===== config.mk =====
export PLATFORM = sky130hd
export DESIGN_NAME = repsub_divider
export DESIGN_NICKNAME = d
export VERILOG_FILES = /design/src/rtl/divrep_pkg.sv /design/src/rtl/repsub_divider_dp.sv /design/src/rtl/repsub_divider.sv
export SDC_FILE = /design/constraint.sdc
export NUM_CORES = 1
export LEC_CHECK = 0
export ABC_CLOCK_PERIOD_IN_PS = 2500
export BUFFER_PORTS_ARGS = -buffer_cell sky130_fd_sc_hd__buf_2
export CAP_MARGIN = 20
export CORE_UTILIZATION = 40
export DETAILED_ROUTE_END_ITERATION = 8
export GPL_ROUTABILITY_DRIVEN = 0
export PLACE_DENSITY_LB_ADDON = 0.08
export SLEW_MARGIN = 5
export SYNTH_ARGS = -nofsm -noshare
export SYNTH_HDL_FRONTEND = slang
export SYNTH_SLANG_ARGS = --single-unit
export TNS_END_PERCENT = 10

===== constraint.sdc =====
create_clock -name clk -period 2.5 [get_ports clk]
set_input_delay 0.375 -clock clk [delete_from_list [all_inputs] [get_ports clk]]
set_output_delay 0.375 -clock clk [all_outputs]
set_load 0.01 [all_outputs]

===== src/rtl/divrep_pkg.sv =====
// Shared definitions for the repeated-subtraction divider.
//   - Controller state encoding (IDLE/RUN/DONE).
//   - Default widths for the dividend path and the divisor.
//   - State-decode helper used to build the busy flag.
// Optional feature macro used elsewhere in this slice: DIVREP_CYCLE_CNT_EN.
package divrep_pkg;

  localparam int NW_DEF = 16;
  localparam int DW_DEF = 8;

  typedef enum logic [1:0] {
    S_IDLE = 2'd0,
    S_RUN  = 2'd1,
    S_DONE = 2'd2
  } state_t;

  // Any state other than IDLE means an operation is in flight or reporting.
  function automatic logic state_is_busy(input state_t s);
    state_is_busy = (s != S_IDLE);
  endfunction

endpackage


===== src/rtl/repsub_divider_dp.sv =====
// Datapath of the repeated-subtraction divider.
// Holds the quotient counter Q, the remainder register R, the divisor register D
// and the divide-by-zero flag. It also provides the R>=D compare and the D==0 detect.
// Ports:
//   clk, rst        clock; asynchronous active-high reset
//   i_load          capture the operands, clear Q and dz
//   i_sub           R <= R - D
//   i_inc           Q <= Q + 1
//   i_set_dz        dz <= 1, Q <= all-ones
//   i_dividend      operand loaded into R
//   i_divisor       operand loaded (zero-extended) into D
//   o_quotient      Q
//   o_remainder     R
//   o_dz            divide-by-zero flag
//   o_ge_d          R >= D (unsigned)
//   o_dzero         D == 0
module repsub_divider_dp
  import divrep_pkg::*;
#(
  parameter int NW = NW_DEF,
  parameter int DW = DW_DEF
) (
  input  logic          clk,
  input  logic          rst,
  input  logic          i_load,
  input  logic          i_sub,
  input  logic          i_inc,
  input  logic          i_set_dz,
  input  logic [NW-1:0] i_dividend,
  input  logic [DW-1:0] i_divisor,
  output logic [NW-1:0] o_quotient,
  output logic [NW-1:0] o_remainder,
  output logic          o_dz,
  output logic          o_ge_d,
  output logic          o_dzero
);

  logic [NW-1:0] r_q;
  logic [NW-1:0] r_r;
  logic [NW-1:0] r_d;
  logic          r_dz;
  logic [NW-1:0] w_diff;

  // The controller only asserts i_sub when o_ge_d is true, so the
  // subtraction never wraps.
  assign w_diff  = r_r - r_d;
  assign o_ge_d  = (r_r >= r_d);
  assign o_dzero = (r_d == {NW{1'b0}});

  // Operand capture, iterative subtract/count and the divide-by-zero update.
  always_ff @(posedge clk or posedge rst) begin
    if (rst) begin
      r_q  <= {NW{1'b0}};
      r_r  <= {NW{1'b0}};
      r_d  <= {NW{1'b0}};
      r_dz <= 1'b0;
    end else if (i_load) begin
      r_q  <= {NW{1'b0}};
      r_r  <= i_dividend;
      r_d  <= {{(NW-DW){1'b0}}, i_divisor};
      r_dz <= 1'b0;
    end else begin
      if (i_sub) begin
        r_r <= w_diff;
      end
      if (i_set_dz) begin
        r_dz <= 1'b1;
        r_q  <= {NW{1'b1}};
      end else if (i_inc) begin
        r_q <= r_q + {{(NW-1){1'b0}}, 1'b1};
      end
    end
  end

  assign o_quotient  = r_q;
  assign o_remainder = r_r;
  assign o_dz        = r_dz;

endmodule


===== src/rtl/repsub_divider.sv =====
// Sequential unsigned divider that works by repeated subtraction.
// This top level holds the controller FSM (IDLE -> RUN -> DONE). The registers
// and the arithmetic are in repsub_divider_dp.
// Ports:
//   clk, rst    clock; asynchronous active-high reset
//   start       request; sampled only in IDLE
//   dividend    NW-bit operand, captured on the accepted start edge
//   divisor     DW-bit operand, captured on the accepted start edge
//   busy        high whenever the FSM is not in IDLE
//   done        one-cycle pulse; results are valid from this cycle
//   quotient    NW-bit result (shows intermediate counts during RUN)
//   remainder   NW-bit result (shows intermediate values during RUN)
//   dz          divide-by-zero flag for the last operation
//   cycles      RUN-edge counter, saturating; present only with DIVREP_CYCLE_CNT_EN
module repsub_divider
  import divrep_pkg::*;
#(
  parameter int NW = NW_DEF,
  parameter int DW = DW_DEF
) (
  input  logic          clk,
  input  logic          rst,
  input  logic          start,
  input  logic [NW-1:0] dividend,
  input  logic [DW-1:0] divisor,
  output logic          busy,
  output logic          done,
  output logic [NW-1:0] quotient,
  output logic [NW-1:0] remainder,
  output logic          dz
`ifdef DIVREP_CYCLE_CNT_EN
  ,
  output logic [NW-1:0] cycles
`endif
);

  state_t r_state;
  state_t w_next;
  logic   r_busy;
  logic   r_done;
  logic   w_load;
  logic   w_sub;
  logic   w_inc;
  logic   w_set_dz;
  logic   w_ge_d;
  logic   w_dzero;

  // State register, plus busy/done taken from the next state so that both outputs are registered.
  always_ff @(posedge clk or posedge rst) begin
    if (rst) begin
      r_state <= S_IDLE;
      r_busy  <= 1'b0;
      r_done  <= 1'b0;
    end else begin
      r_state <= w_next;
      r_busy  <= state_is_busy(w_next);
      r_done  <= (w_next == S_DONE);
    end
  end

  // Next-state and datapath control. A zero divisor takes priority over the compare.
  always_comb begin
    w_next   = r_state;
    w_load   = 1'b0;
    w_sub    = 1'b0;
    w_inc    = 1'b0;
    w_set_dz = 1'b0;
    case (r_state)
      S_IDLE: begin
        if (start) begin
          w_load = 1'b1;
          w_next = S_RUN;
        end else begin
          w_next = S_IDLE;
        end
      end
      S_RUN: begin
        if (w_dzero) begin
          w_set_dz = 1'b1;
          w_next   = S_DONE;
        end else if (w_ge_d) begin
          w_sub  = 1'b1;
          w_inc  = 1'b1;
          w_next = S_RUN;
        end else begin
          w_next = S_DONE;
        end
      end
      S_DONE: begin
        w_next = S_IDLE;
      end
      default: begin
        w_next = S_IDLE;
      end
    endcase
  end

  repsub_divider_dp #(
    .NW (NW),
    .DW (DW)
  ) u_dp (
    .clk         (clk),
    .rst         (rst),
    .i_load      (w_load),
    .i_sub       (w_sub),
    .i_inc       (w_inc),
    .i_set_dz    (w_set_dz),
    .i_dividend  (dividend),
    .i_divisor   (divisor),
    .o_quotient  (quotient),
    .o_remainder (remainder),
    .o_dz        (dz),
    .o_ge_d      (w_ge_d),
    .o_dzero     (w_dzero)
  );

  assign busy = r_busy;
  assign done = r_done;

`ifdef DIVREP_CYCLE_CNT_EN
  logic [NW-1:0] r_cycles;

  // Counts RUN edges for the current operation and holds at all-ones.
  always_ff @(posedge clk or posedge rst) begin
    if (rst) begin
      r_cycles <= {NW{1'b0}};
    end else if (w_load) begin
      r_cycles <= {NW{1'b0}};
    end else if ((r_state == S_RUN) && (r_cycles != {NW{1'b1}})) begin
      r_cycles <= r_cycles + {{(NW-1){1'b0}}, 1'b1};
    end else begin
      r_cycles <= r_cycles;
    end
  end

  assign cycles = r_cycles;
`endif

endmodule


---- Word-level counts from Yosys, hierarchy flattened ----
Index checks and enable logic that the tools add are counted.
word-level totals
  register bits ........................... 45
  latch bits .............................. 0
  memory bits (writable) .................. 0
  bits in read-only memories .............. 0
  input port bits ......................... 27
  output and inout port bits .............. 35
  logic and storage cells ................. 36
  memories kept ........................... 0
cells by class
  $add $sub $neg .......................... 2
  $mul .................................... 0
  div/mod/pow operators ................... 0
  $lt $le $gt $ge ......................... 1
  equality and inequality tests ........... 2
  shift operators ......................... 0
  muxes and demuxes ....................... 18
  bitwise gates (word level) .............. 0
  reductions and logical operators ........ 6
operator list
  cell                                                                    count
  16-bit two-way mux                                                      5
  16-bit by 1-bit adder with 16-bit output (second input constant)        1
  16-bit by 8-bit >= comparator with 1-bit output                         1
  16-bit zero test                                                        1
  16-bit by 8-bit subtractor with 16-bit output                           1
  1-bit two-way mux                                                       10
  2-bit nonzero test                                                      3
  2-bit two-way mux                                                       2
  2-bit one-hot mux with 2 select lines                                   1
  3-bit nonzero test                                                      1
  2-bit by 1-bit equality test with 1-bit output (second input constant)  1
  2-bit equality test (second input constant)                             1
  2-bit zero test                                                         1

---- Depth between registers and ports, before layout ----
Gate-level depths: netlist (run 1).
  depth after elaboration ................. 7
  depth in mapped cells ................... 10
  gate-level depth less buffers ........... 9

---- Hierarchy ----
A second synthesis (run 1) with hierarchy kept.
second synthesis, totals
  cell total of the unflattened synthesis .. 293
  area, all modules ....................... 2630.0 sq um
by module, submodules not included
  module             times used  cells each  area an instance (sq um)  seq. area each (sq um)
  repsub_divider_dp  1           277         2463.6                    1026.0
  repsub_divider     1           16          166.4                     100.1

---- Worst setup path after synthesis (run 1) ----
No wires, ideal clock.
  kind .................................... reg2reg
  from .................................... register u_dp.r_r[0], in the netlist u_dp.o_remainder[0]
  to ...................................... register u_dp.r_r[10], in the netlist u_dp.o_remainder[10]
  library setup time ...................... 0.070 ns
  arrival ................................. 2.535 ns
  required time ........................... 2.430 ns
  path slack .............................. -0.105 ns
  cell stages (with the launch flop) ...... 10
  path buffers ............................ 0
  period minus slack after synthesis ...... 2.605 ns
  path through ............................ dfrtp_1 -> inv_1 -> ha_1 -> fa_1 -> a21boi_0 -> o21ai_0 -> a211o_2 -> nand3_1 -> or4_2 -> nand3_1
on the way
  word-level cells in the longest chain between the ends .. 5
  elaborated cells between the ends (all ways) .. 8
  those cells by class .................... add/sub (1); order compare (1); mux (5); reduce/logical (1)
ends and longest elaborated chain
  element                                          line                     RTL
  start, declared                                  repsub_divider_dp.sv:39  logic [NW-1:0] r_r;
  start signal, assigned                           repsub_divider_dp.sv:54  r_r <= {NW{1'b0}};
  start signal, assigned                           repsub_divider_dp.sv:59  r_r <= i_dividend;
  start signal, assigned                           repsub_divider_dp.sv:64  r_r <= w_diff;
  16-bit by 8-bit >= comparator with 1-bit output  repsub_divider_dp.sv:47  assign o_ge_d = (r_r >= r_d);
  1-bit two-way mux                                repsub_divider.sv:81     end else if (w_ge_d) begin
  1-bit two-way mux                                repsub_divider.sv:78     if (w_dzero) begin
  1-bit two-way mux                                repsub_divider.sv:68     case (r_state)
  2-bit nonzero test (no line)                     n/a
Parallel ways exist; a longest one is shown, timed or not. The select of a mux whose other input is x is not followed.
A chain may end at the register's enable or synchronous reset.

---- Worst setup path after layout (run 1) ----
  from .................................... register u_dp.r_r[10], in the netlist u_dp.o_remainder[10]
  to ...................................... register u_dp.r_q[15], in the netlist u_dp.o_quotient[15]
on the way
  word-level cells in the longest chain between the ends .. 5
ends and longest elaborated chain
  element                                          line                     RTL
  16-bit by 8-bit >= comparator with 1-bit output  repsub_divider_dp.sv:47
  1-bit two-way mux                                repsub_divider.sv:81
  1-bit two-way mux                                repsub_divider.sv:78
  1-bit two-way mux                                repsub_divider.sv:68
  3-bit nonzero test (no line)                     n/a
  end signal, assigned                             repsub_divider_dp.sv:58  r_q <= {NW{1'b0}};
  end signal, assigned                             repsub_divider_dp.sv:68  r_q <= {NW{1'b1}};
  end signal, assigned                             repsub_divider_dp.sv:70  r_q <= r_q + {{(NW-1){1'b0}}, 1'b1};
  end, declared                                    repsub_divider_dp.sv:38  logic [NW-1:0] r_q;
Every way passes these cells.

==> results_dict.tcl, run 1 <==
set metrics [dict create \
    path_cells "or3_4 -> or4_4 -> a211o_2 -> buf_4 -> nand4_1 -> a21oi_1 -> o221a_2" \
    cts_tree "done" \
    irDropWorstVdd_mv 0.675 \
    nets 416 \
    synth_edf_count 0 \
    grt_antenna_before_repair 0 \
    core_area_mm2 0.00635 \
    drive_gt1_share_pct 32.5 \
    synth_area_mm2 0.00262 \
    synth_top_area_share_pct 43.0 \
    placementRows 29 \
    drc_errors 0 \
    fin_ws_ns 0.0946 \
    die_h_um 83.0 \
    setup_violations 0 \
    rsz0062_at_grt "yes" \
    slew_headroom_pct 51.9 \
    p_sw_mw 2.21 \
    synth_top_flop_cell "dfrtp_1" \
    worstSkewPairLatency_ns 0.30 \
    synth_top_cell_by_area "dfrtp_1" \
    clockBufferDepth 2 \
    die_w_um 83.0 \
    numCtsBuffers 5 \
    cts_root_buf "clkbuf_8" \
    p_leak_nw 1.54 \
    fill_cells 613 \
    dp_hpwl_mm 5.09 \
    clkTransAtPathRegs_ns 0.09 \
    slowest_delay_ns 0.54 \
    p_total_mw 4.96 \
    seqCellArea_mm2 0.00113 \
    end_kind "register" \
    tightest_slew_ns 0.721 \
    ios 62 \
    seq_area_frac_synth_pct 43.0 \
    synth_area_per_cell_um2 9.01 \
    hold_viol_final 0 \
    drt_iter0_drc 155 \
    drt-total-wl_mm 7.01 \
    ys_warn_count 0 \
    rr_endpoint "u_dp.o_quotient[15]" \
    clock_skew_ns 0.0134 \
    die-area_mm2 0.00688 \
    fmax_mhz 416 \
    cp.arrival_ns 2.59 \
    period_minus_slack_ns 2.41 \
    numPortBuffers 61 \
    viasPerCell 5.54 \
    first_pass_iters 4 \
    grt_max_degree 34 \
    synthArstFlopShare_pct 100 \
    dp_slack_ns 0.0295 \
    syn_nets 328 \
    crit_required_ns 2.68 \
    post-route-period-util_pct 96.2 \
    startpoint "u_dp.o_remainder[10]" \
    swShare_pct 44.7 \
    whs_ns 0.0367 \
    r2r_slack_ns 0.09 \
    maxCapViolations 0 \
    n_antenna_cell 0 \
    grt.total_usage_pct 21.4 \
    cp_max_fo 6 \
    h-tree-depth 2 \
    multi_input_area_mm2 0.00145 \
    timing.rr.start "u_dp.o_remainder[10]" \
    worstSetupPathType "register to register" \
    grt_pass1_wl_mm 12.1 \
    grt_overflow 0 \
    clock_sinks 45 \
    synth_seq_cells 45 \
    comb_power_share_pct 62.9 \
    ff2ff_path_depth 7 \
    start_kind "register" \
    synth.distinct_cells 56 \
    ant_nets 0 \
    internal-power_mw 2.74 \
    start_util_pct 41.3 \
    synthTopCellsByArea "dfrtp_1 43%, nand2_1 5.6%, nand3_1 5.0%, ha_1 4.3%, a21oi_1 4.0%" \
    p_clk_share_pct 9.5 \
    area_delta_synth_final_pct 27.6 \
    power.density_mw_per_mm2 1480 \
    synthCells 291 \
    seq_power_share_pct 27.7 \
    hold_class "input port to async pin" \
    dr_total_vias 2524 \
    slowest_stage "or4_4" \
    grt_pass1_vias 2570 \
    status "complete, no violations" \
    drv_slew 0 \
    wl_per_cell_um 15.4 \
]
==> final cells by class <==
type	instances	share of cell area, %
clock buffer	7	2.58
inverter	12	1.35
multi-input combinational	225	43.4
sequential	45	33.7
tap	77	2.88
timing repair buffer	90	16.1
==> kinds of logic (layout without fill, tap and decap cells) <==
| family | count (synthesis) | in the layout | share of synthesized area, % |
|---|---|---|---|
| compound gates | 78 | 79 | 20.6 |
| buf+inv | 22 | 109 | 3.48 |
| fa+ha+maj | 10 | 10 | 5.06 |
| flops | 45 | 45 | 43.0 |
| simple gates | 127 | 127 | 24.9 |
| xor+xnor | 9 | 9 | 3.01 |
==> what timing repair did <==
action,CTS,global route
cloned,0,1
gates resized for setup,1,11
buffers inserted,0,2
pin swaps,0,4
hold buffers,0,0
endpoints found under the setup margin,1,26
==> power groups by stage <==
stage          logic [mW]  clock network (mW)  registers (mW)
2_1_floorplan        1.82                   0            1.48
3_3_place_gp         2.95                   0            1.38
3_5_place_dp         2.98                   0            1.39
4_1_cts              3.00               0.486            1.37
5_1_grt              3.46               0.512            1.43
6_report             3.12               0.469            1.37
==> worst max-delay path, delay by kind of cell, from the launching register on <==
family	cells	cell delay, ns
flops	1	0.39
compound gates	3	0.68
buf+inv	1	0.18
simple gates	3	1.04
==> per-layer routing <==
layer | wire length [µm] | track usage, % | up-vias | part of all wire [%]
met2 | 3200 | 35.2 | 56 | 46
met3 | 265 | 3.78 | 9 | 3.8
met4 | 86 | 7.05 | 0 | 1.2
met1 | 3460 | 28.6 | 1208 | 49
met5 | 0 | 0 | - | 0
li1 | - | - | 1251 | -
==> how the worst max path moves through the flow <==
stage | end | cells after the start
3_5_place_dp | u_dp.o_remainder[1] | 7
3_3_place_gp | u_dp.o_remainder[1] | 7
2_1_floorplan | u_dp.o_remainder[10] | 9
4_1_cts | u_dp.o_quotient[7] | 10
5_1_grt | u_dp.o_quotient[13] | 6
6_report | u_dp.o_quotient[15] | 7
==> layout by cell type (no fill, tap or decap), types with 4 or more instances in the layout <==
| master | instances |
|---|---|
| nor3_1 | 6 |
| nor2_1 | 17 |
| ha_1 | 8 |
| buf_2 | 61 |
| o21ai_0 | 17 |
| clkbuf_8 | 6 |
| nand2_1 | 38 |
| a21oi_1 | 21 |
| inv_1 | 11 |
| nand2b_1 | 4 |
| a31oi_1 | 4 |
| a311oi_1 | 4 |
| xnor2_1 | 6 |
| o211ai_1 | 4 |
| or3_2 | 4 |
| buf_4 | 27 |
| nand3_1 | 25 |
| dfrtp_1 | 45 |
| nand4_1 | 6 |
==> stage by stage <==
step / area [µm²] / util, % / instances / TNS [ns]
after floorplan: 2620 / - / 291 / 0
after detailed placement: 3200 / 50.3 / 446 / 0
after CTS: 3290 / 51.7 / 453 / 0
after global routing: 3340 / 52.7 / 456 / -0.0302
after global placement: 3200 / 50.3 / 446 / 0
final: 3340 / 52.7 / 456 / 0
==> Yosys cell counts (6+ instances only) <==
| cell type | count |
|---|---|
| nor2_1 | 18 |
| dfrtp_1 | 45 |
| ha_1 | 9 |
| inv_1 | 12 |
| o21ai_0 | 18 |
| a21oi_1 | 21 |
| nand2_1 | 39 |
| nand4_1 | 6 |
| clkbuf_1 | 8 |
| nor3_1 | 7 |
| xnor2_1 | 6 |
| nand3_1 | 26 |
==> registers in the layout, summed over array words and instances (netlist names) <==
| name | count |
|---|---|
| u_dp.r_d | 8 |
| done | 1 |
| busy | 1 |
| u_dp.o_remainder | 16 |
| u_dp.o_dz | 1 |
| r_state | 2 |
| u_dp.o_quotient | 16 |
(Power assumes the default switching activity.)
==> run 2, diff against run 1 <==
--- a/config.mk
+++ b/config.mk
@@ -6,10 +6,10 @@
 export NUM_CORES = 1
 export LEC_CHECK = 0
 export ABC_CLOCK_PERIOD_IN_PS = 2500
-export BUFFER_PORTS_ARGS = -buffer_cell sky130_fd_sc_hd__buf_2
-export CAP_MARGIN = 20
 export CORE_UTILIZATION = 40
+export CTS_BUF_LIST = sky130_fd_sc_hd__clkbuf_4
 export DETAILED_ROUTE_END_ITERATION = 8
+export DONT_BUFFER_PORTS = 1
 export GPL_ROUTABILITY_DRIVEN = 0
 export PLACE_DENSITY_LB_ADDON = 0.08
 export SLEW_MARGIN = 5
==> run 2 against run 1 <==
  * Power shrank 4.0%
  * Hold slack gained 0.048 ns
  * Via count shrank 9.0%
  * Cell count fell by 13%
  * Final area fell by 9.6%
  * Sequential cell count did not move
  * Critical path depth unchanged
  * Sequential share of layout area up 3.6 points
  * Combinational power is 9.9% lower
  * Clock power down 0.9%
==> results_dict.tcl, run 2 (same netlist as run 1, synthesis figures left out) <==
set metrics [dict create \
    status "complete, no violations" \
    clock_skew_ns 0.0215 \
    ios 62 \
    grt.total_usage_pct 20.2 \
    fill_cells 622 \
    hold_viol_final 0 \
    wl_per_cell_um 17.4 \
    grt_overflow 0 \
    setup_violations 0 \
    numCtsBuffers 5 \
    cts_root_buf "clkbuf_4" \
    maxCapViolations 0 \
    dr_total_vias 2297 \
    hold_class "input port to async pin" \
    core_area_mm2 0.00635 \
    fmax_mhz 409 \
    fin_setup_tns_ns 0 \
    cp.arrival_ns 2.70 \
    h-tree-depth 2 \
    grt_antenna_before_repair 0 \
    drv_slew 0 \
    dp_hpwl_mm 4.95 \
    slowest_stage "or4_4" \
    ff2ff_path_depth 7 \
    r2r_slack_ns 0.05 \
    drive_gt1_share_pct 19.8 \
    crit_required_ns 2.75 \
    die_w_um 83.0 \
    cp_num_cells 7 \
    fin_cells 395 \
    die-area_mm2 0.00688 \
    grt_max_degree 46 \
    irDropWorstVdd_mv 0.672 \
    post-route-period-util_pct 97.9 \
    tightest_slew_ns 0.966 \
    whs_ns 0.0851 \
    layout_commonest_cell "dfrtp_1" \
    first_pass_iters 4 \
    clkTransAtPathRegs_ns 0.15 \
    crit_buf_inv 1 \
    clock_sinks 45 \
    placementRows 29 \
    period_minus_slack_ns 2.45 \
    ant_nets 0 \
    viasPerCell 5.82 \
    grt_pass1_wl_mm 11.4 \
    path_cells "or3_1 -> or4_4 -> a211o_2 -> o211ai_2 -> buf_4 -> nor3_1 -> a311o_1" \
    die_h_um 83.0 \
    path_delay_family "simple AND/OR/NAND/NOR gates" \
    start_kind "register" \
    drt-total-wl_mm 6.89 \
    p_leak_nw 1.29 \
    power.density_mw_per_mm2 1570 \
    area_delta_synth_final_pct 15.4 \
    nets 354 \
    placed_cell_area_mm2 0.00289 \
    cp_max_fo 6 \
    drt_iter0_drc 100 \
    ctsHoldBuffers 0 \
    rr_endpoint "u_dp.o_remainder[9]" \
    n_antenna_cell 0 \
    grt_pass1_vias 2314 \
    stdcell_area_mm2 0.00302 \
    start_util_pct 41.3 \
    slowest_delay_ns 0.54 \
    timing.rr.start "u_dp.o_remainder[14]" \
    clockBufferDepth 2 \
    slew_headroom_pct 35.5 \
    numPortBuffers 0 \
    cts_tree "done" \
    layout_common_cells "45 x dfrtp_1, 39 x nand2_1, 27 x buf_4, 25 x nand3_1, 21 x a21oi_1" \
    post-place-cells 385 \
    worstSkewPairLatency_ns 0.37 \
    end_kind "register" \
    drc_errors 0 \
    rsz0062_at_grt "yes" \
    worstSetupPathType "register to register" \
    p_total_mw 4.76 \
]
[run 2: timing repair]
item                                   in CTS  in global routing
cloned                                      0                  1
gates resized for setup                     2                  9
setup buffers                               0                  1
setup endpoints to repair                   2                 23
pin swaps                                   3                  2
endpoints found under the hold margin       0                  0
[run 2: cell type report]
cell class,instances,area [µm²],share of cell area (%)
Tap cell,77,96.3,3.19
Inverter,12,45.0,1.49
Timing Repair Buffer,28,223,7.36
Multi-Input combinational cell,225,1460,48.1
Clock buffer,6,45.0,1.49
Sequential cell,45,1130,37.2
Clock inverter,2,33.8,1.12
[run 2: how the worst max path moves through the flow]
stage,end,start
floorplan,u_dp.o_remainder[10],u_dp.o_remainder[0]
global placement,u_dp.o_quotient[13],u_dp.o_remainder[10]
detailed placement,u_dp.o_quotient[13],u_dp.o_remainder[10]
CTS,u_dp.o_quotient[3],u_dp.o_remainder[14]
global route,u_dp.o_remainder[11],u_dp.r_d[1]
finish,u_dp.o_remainder[9],u_dp.o_remainder[14]
[run 2: through the flow]
stage | utilization, % | setup slack (ns)
4_1_cts | 46.9 | 0.00222
2_1_floorplan | - | 0.00647
5_1_grt | 47.6 | -0.0340
6_report | 47.6 | 0.0536
3_5_place_dp | 45.5 | -0.0570
3_3_place_gp | 45.5 | 0.0232
[run 2: where the power goes]
part	leakage, nW	switching, mW	internal [mW]	total [mW]
clock	0.0433	0.246	0.219	0.465
combinational	0.703	1.51	1.30	2.81
sequential	0.546	0.418	1.07	1.49
total	1.29	2.17	2.59	4.76
[run 2: per-layer routing]
metal	vias to the layer above	global-route usage, %	share of wire [%]
met2	60	33.6	47
li1	1130	-	-
met5	-	0	0
met1	1100	25.9	45
met4	0	5.33	1.0
met3	7	5.67	6.1
==> run 3, diff against run 2 <==
--- a/config.mk
+++ b/config.mk
@@ -8,10 +8,13 @@
 export ABC_CLOCK_PERIOD_IN_PS = 2500
 export CORE_UTILIZATION = 40
 export CTS_BUF_LIST = sky130_fd_sc_hd__clkbuf_4
+export CTS_CLUSTER_DIAMETER = 50
 export DETAILED_ROUTE_END_ITERATION = 8
 export DONT_BUFFER_PORTS = 1
 export GPL_ROUTABILITY_DRIVEN = 0
+export HOLD_SLACK_MARGIN = 0.12
 export PLACE_DENSITY_LB_ADDON = 0.08
+export REMOVE_ABC_BUFFERS = 1
 export SLEW_MARGIN = 5
 export SYNTH_ARGS = -nofsm -noshare
 export SYNTH_HDL_FRONTEND = slang
==> run 3 against run 2 <==
  * Setup slack worse by 0.042 ns
  * Global-route usage up 1.8 points
  * Power up 5.6%
  * Clock skew down 0.010 ns
  * Non-clock buffer count up 26
  * Critical endpoint is now u_dp.o_quotient[15]
==> results_dict.tcl, run 3 (same netlist as run 1, synthesis figures left out) <==
set metrics [dict create \
    post-place-cells 394 \
    fin_cells 421 \
    layout_commonest_cell "dfrtp_1" \
    ff2ff_path_depth 8 \
    cts_tree "done" \
    cp_max_fo 5 \
    hold_viol_final 0 \
    setup_violations 0 \
    grt.busiest_layer "met2" \
    grt_pass1_wl_mm 12.3 \
    ios 62 \
    grt_max_degree 46 \
    rsz0062_at_grt "yes" \
    dr_total_vias 2430 \
    start_util_pct 41.3 \
    timing.rr.start "u_dp.o_remainder[14]" \
    drv_slew 0 \
    fmax_mhz 402 \
    worstSetupPathType "register to register" \
    drc_errors 0 \
    grt_use_met3_pct 4.17 \
    die_w_um 83.0 \
    gr-usage-met1_pct 29.6 \
    placed_cell_area_mm2 0.00297 \
    numPortBuffers 0 \
    grt_antenna_before_repair 0 \
    nets 380 \
    clkTransAtPathRegs_ns 0.14 \
    cts_root_buf "clkbuf_4" \
    tightest_slew_ns 0.956 \
    grt_overflow 0 \
    die_h_um 83.0 \
    viasPerCell 5.77 \
    core_area_mm2 0.00635 \
    startpoint "u_dp.o_remainder[14]" \
    ant_nets 0 \
    wl_per_cell_um 17.1 \
    drive_gt1_share_pct 23.5 \
    irDropWorstVdd_mv 0.719 \
    layout_common_cells "45 x dfrtp_1, 39 x buf_4, 38 x nand2_1, 26 x nand3_1, 21 x a21oi_1" \
    dp_slack_ns -0.0813 \
    r2r_slack_ns 0.01 \
    crit_required_ns 2.77 \
    period_minus_slack_ns 2.49 \
    clock_sinks 45 \
    rr_endpoint "u_dp.o_quotient[15]" \
    placementRows 29 \
    slew_headroom_pct 36.2 \
    p_total_mw 5.02 \
    start_kind "register" \
    n_antenna_cell 0 \
    dp_hpwl_mm 4.86 \
    clock_skew_ns 0.0110 \
    worstSkewPairLatency_ns 0.36 \
    clockBufferDepth 2 \
    drt-total-wl_mm 7.20 \
    first_pass_iters 4 \
    numCtsBuffers 5 \
    fin_ws_ns 0.0118 \
    h-tree-depth 2 \
    grt_use_met2_pct 36.2 \
    status "complete, no violations" \
    hold_class "input port to async pin" \
    maxCapViolations 0 \
    post-route-period-util_pct 99.5 \
    end_kind "register" \
    cp.arrival_ns 2.75 \
    area_delta_synth_final_pct 25.3 \
    die-area_mm2 0.00688 \
    stdcell_area_mm2 0.00328 \
    power.density_mw_per_mm2 1530 \
    critPathCapture "u_dp.o_quotient[15]" \
    p_leak_nw 1.41 \
    grt_pass1_vias 2470 \
    drt_iter0_drc 139 \
    grt.total_usage_pct 22.0 \
]
[run 3: worst max-delay path: stages, from the launching register on]
cell	delay, ns
dfrtp_1	0.42
or3_4	0.39
or4_4	0.52
a211o_2	0.33
buf_4	0.16
buf_4	0.15
nand4_1	0.11
a21oi_1	0.08
o221a_2	0.24
[run 3: what timing repair did]
action                     CTS  global route
pin swaps                    2             7
setup endpoints to repair   16            25
cloned                       1             0
gates resized for setup      1            17
setup buffers                0             7
hold buffers                11             0
hold endpoints to repair    11             0
[run 3: worst min-delay path by stage]
stage                     slack, ns         from                   end  cells after the start
after floorplan                0.47  u_dp.r_d[0]           u_dp.r_d[0]                      2
after global placement         0.48   divisor[0]           u_dp.r_d[0]                      2
after detailed placement       0.49   divisor[0]           u_dp.r_d[0]                      2
after CTS                      0.12          rst  u_dp.o_remainder[10]                      1
after global routing           0.13          rst             u_dp.o_dz                      1
final                          0.09          rst  u_dp.o_remainder[10]                      1
[run 3: power breakdown]
| part | switching (mW) | internal (mW) | total [mW] |
|---|---|---|---|
| Sequential | 0.380 | 1.07 | 1.45 |
| Combinational | 1.69 | 1.53 | 3.21 |
| Clock | 0.241 | 0.119 | 0.360 |
[run 3: cell type report]
| cell class | instances | area [µm²] |
|---|---|---|
| Multi-Input combinational cell | 225 | 1490 |
| Tap cell | 77 | 96.3 |
| Timing Repair Buffer | 54 | 474 |
| Clock buffer | 6 | 45.0 |
| Fill cell | 616 | 3070 |
| Inverter | 12 | 45.0 |
| Clock inverter | 2 | 10.0 |
| Sequential cell | 45 | 1130 |
[run 3: per-stage QoR]
stage / hold WS [ns] / util, % / setup TNS, ns
floorplan: 0.474 / - / -4.35
global placement: 0.484 / 46.8 / -0.0961
detailed placement: 0.487 / 46.8 / -0.353
CTS: 0.123 / 49.6 / -0.0880
global route: 0.135 / 51.7 / -0.236
finish: 0.0941 / 51.7 / 0
[run 3: metal layers]
layer  vias to the layer above  share of wire (%)
met4                         0                1.8
met3                        14                5.6
met1                      1149                 45
met5                         -                  0
met2                        83                 48
li1                       1184                  -
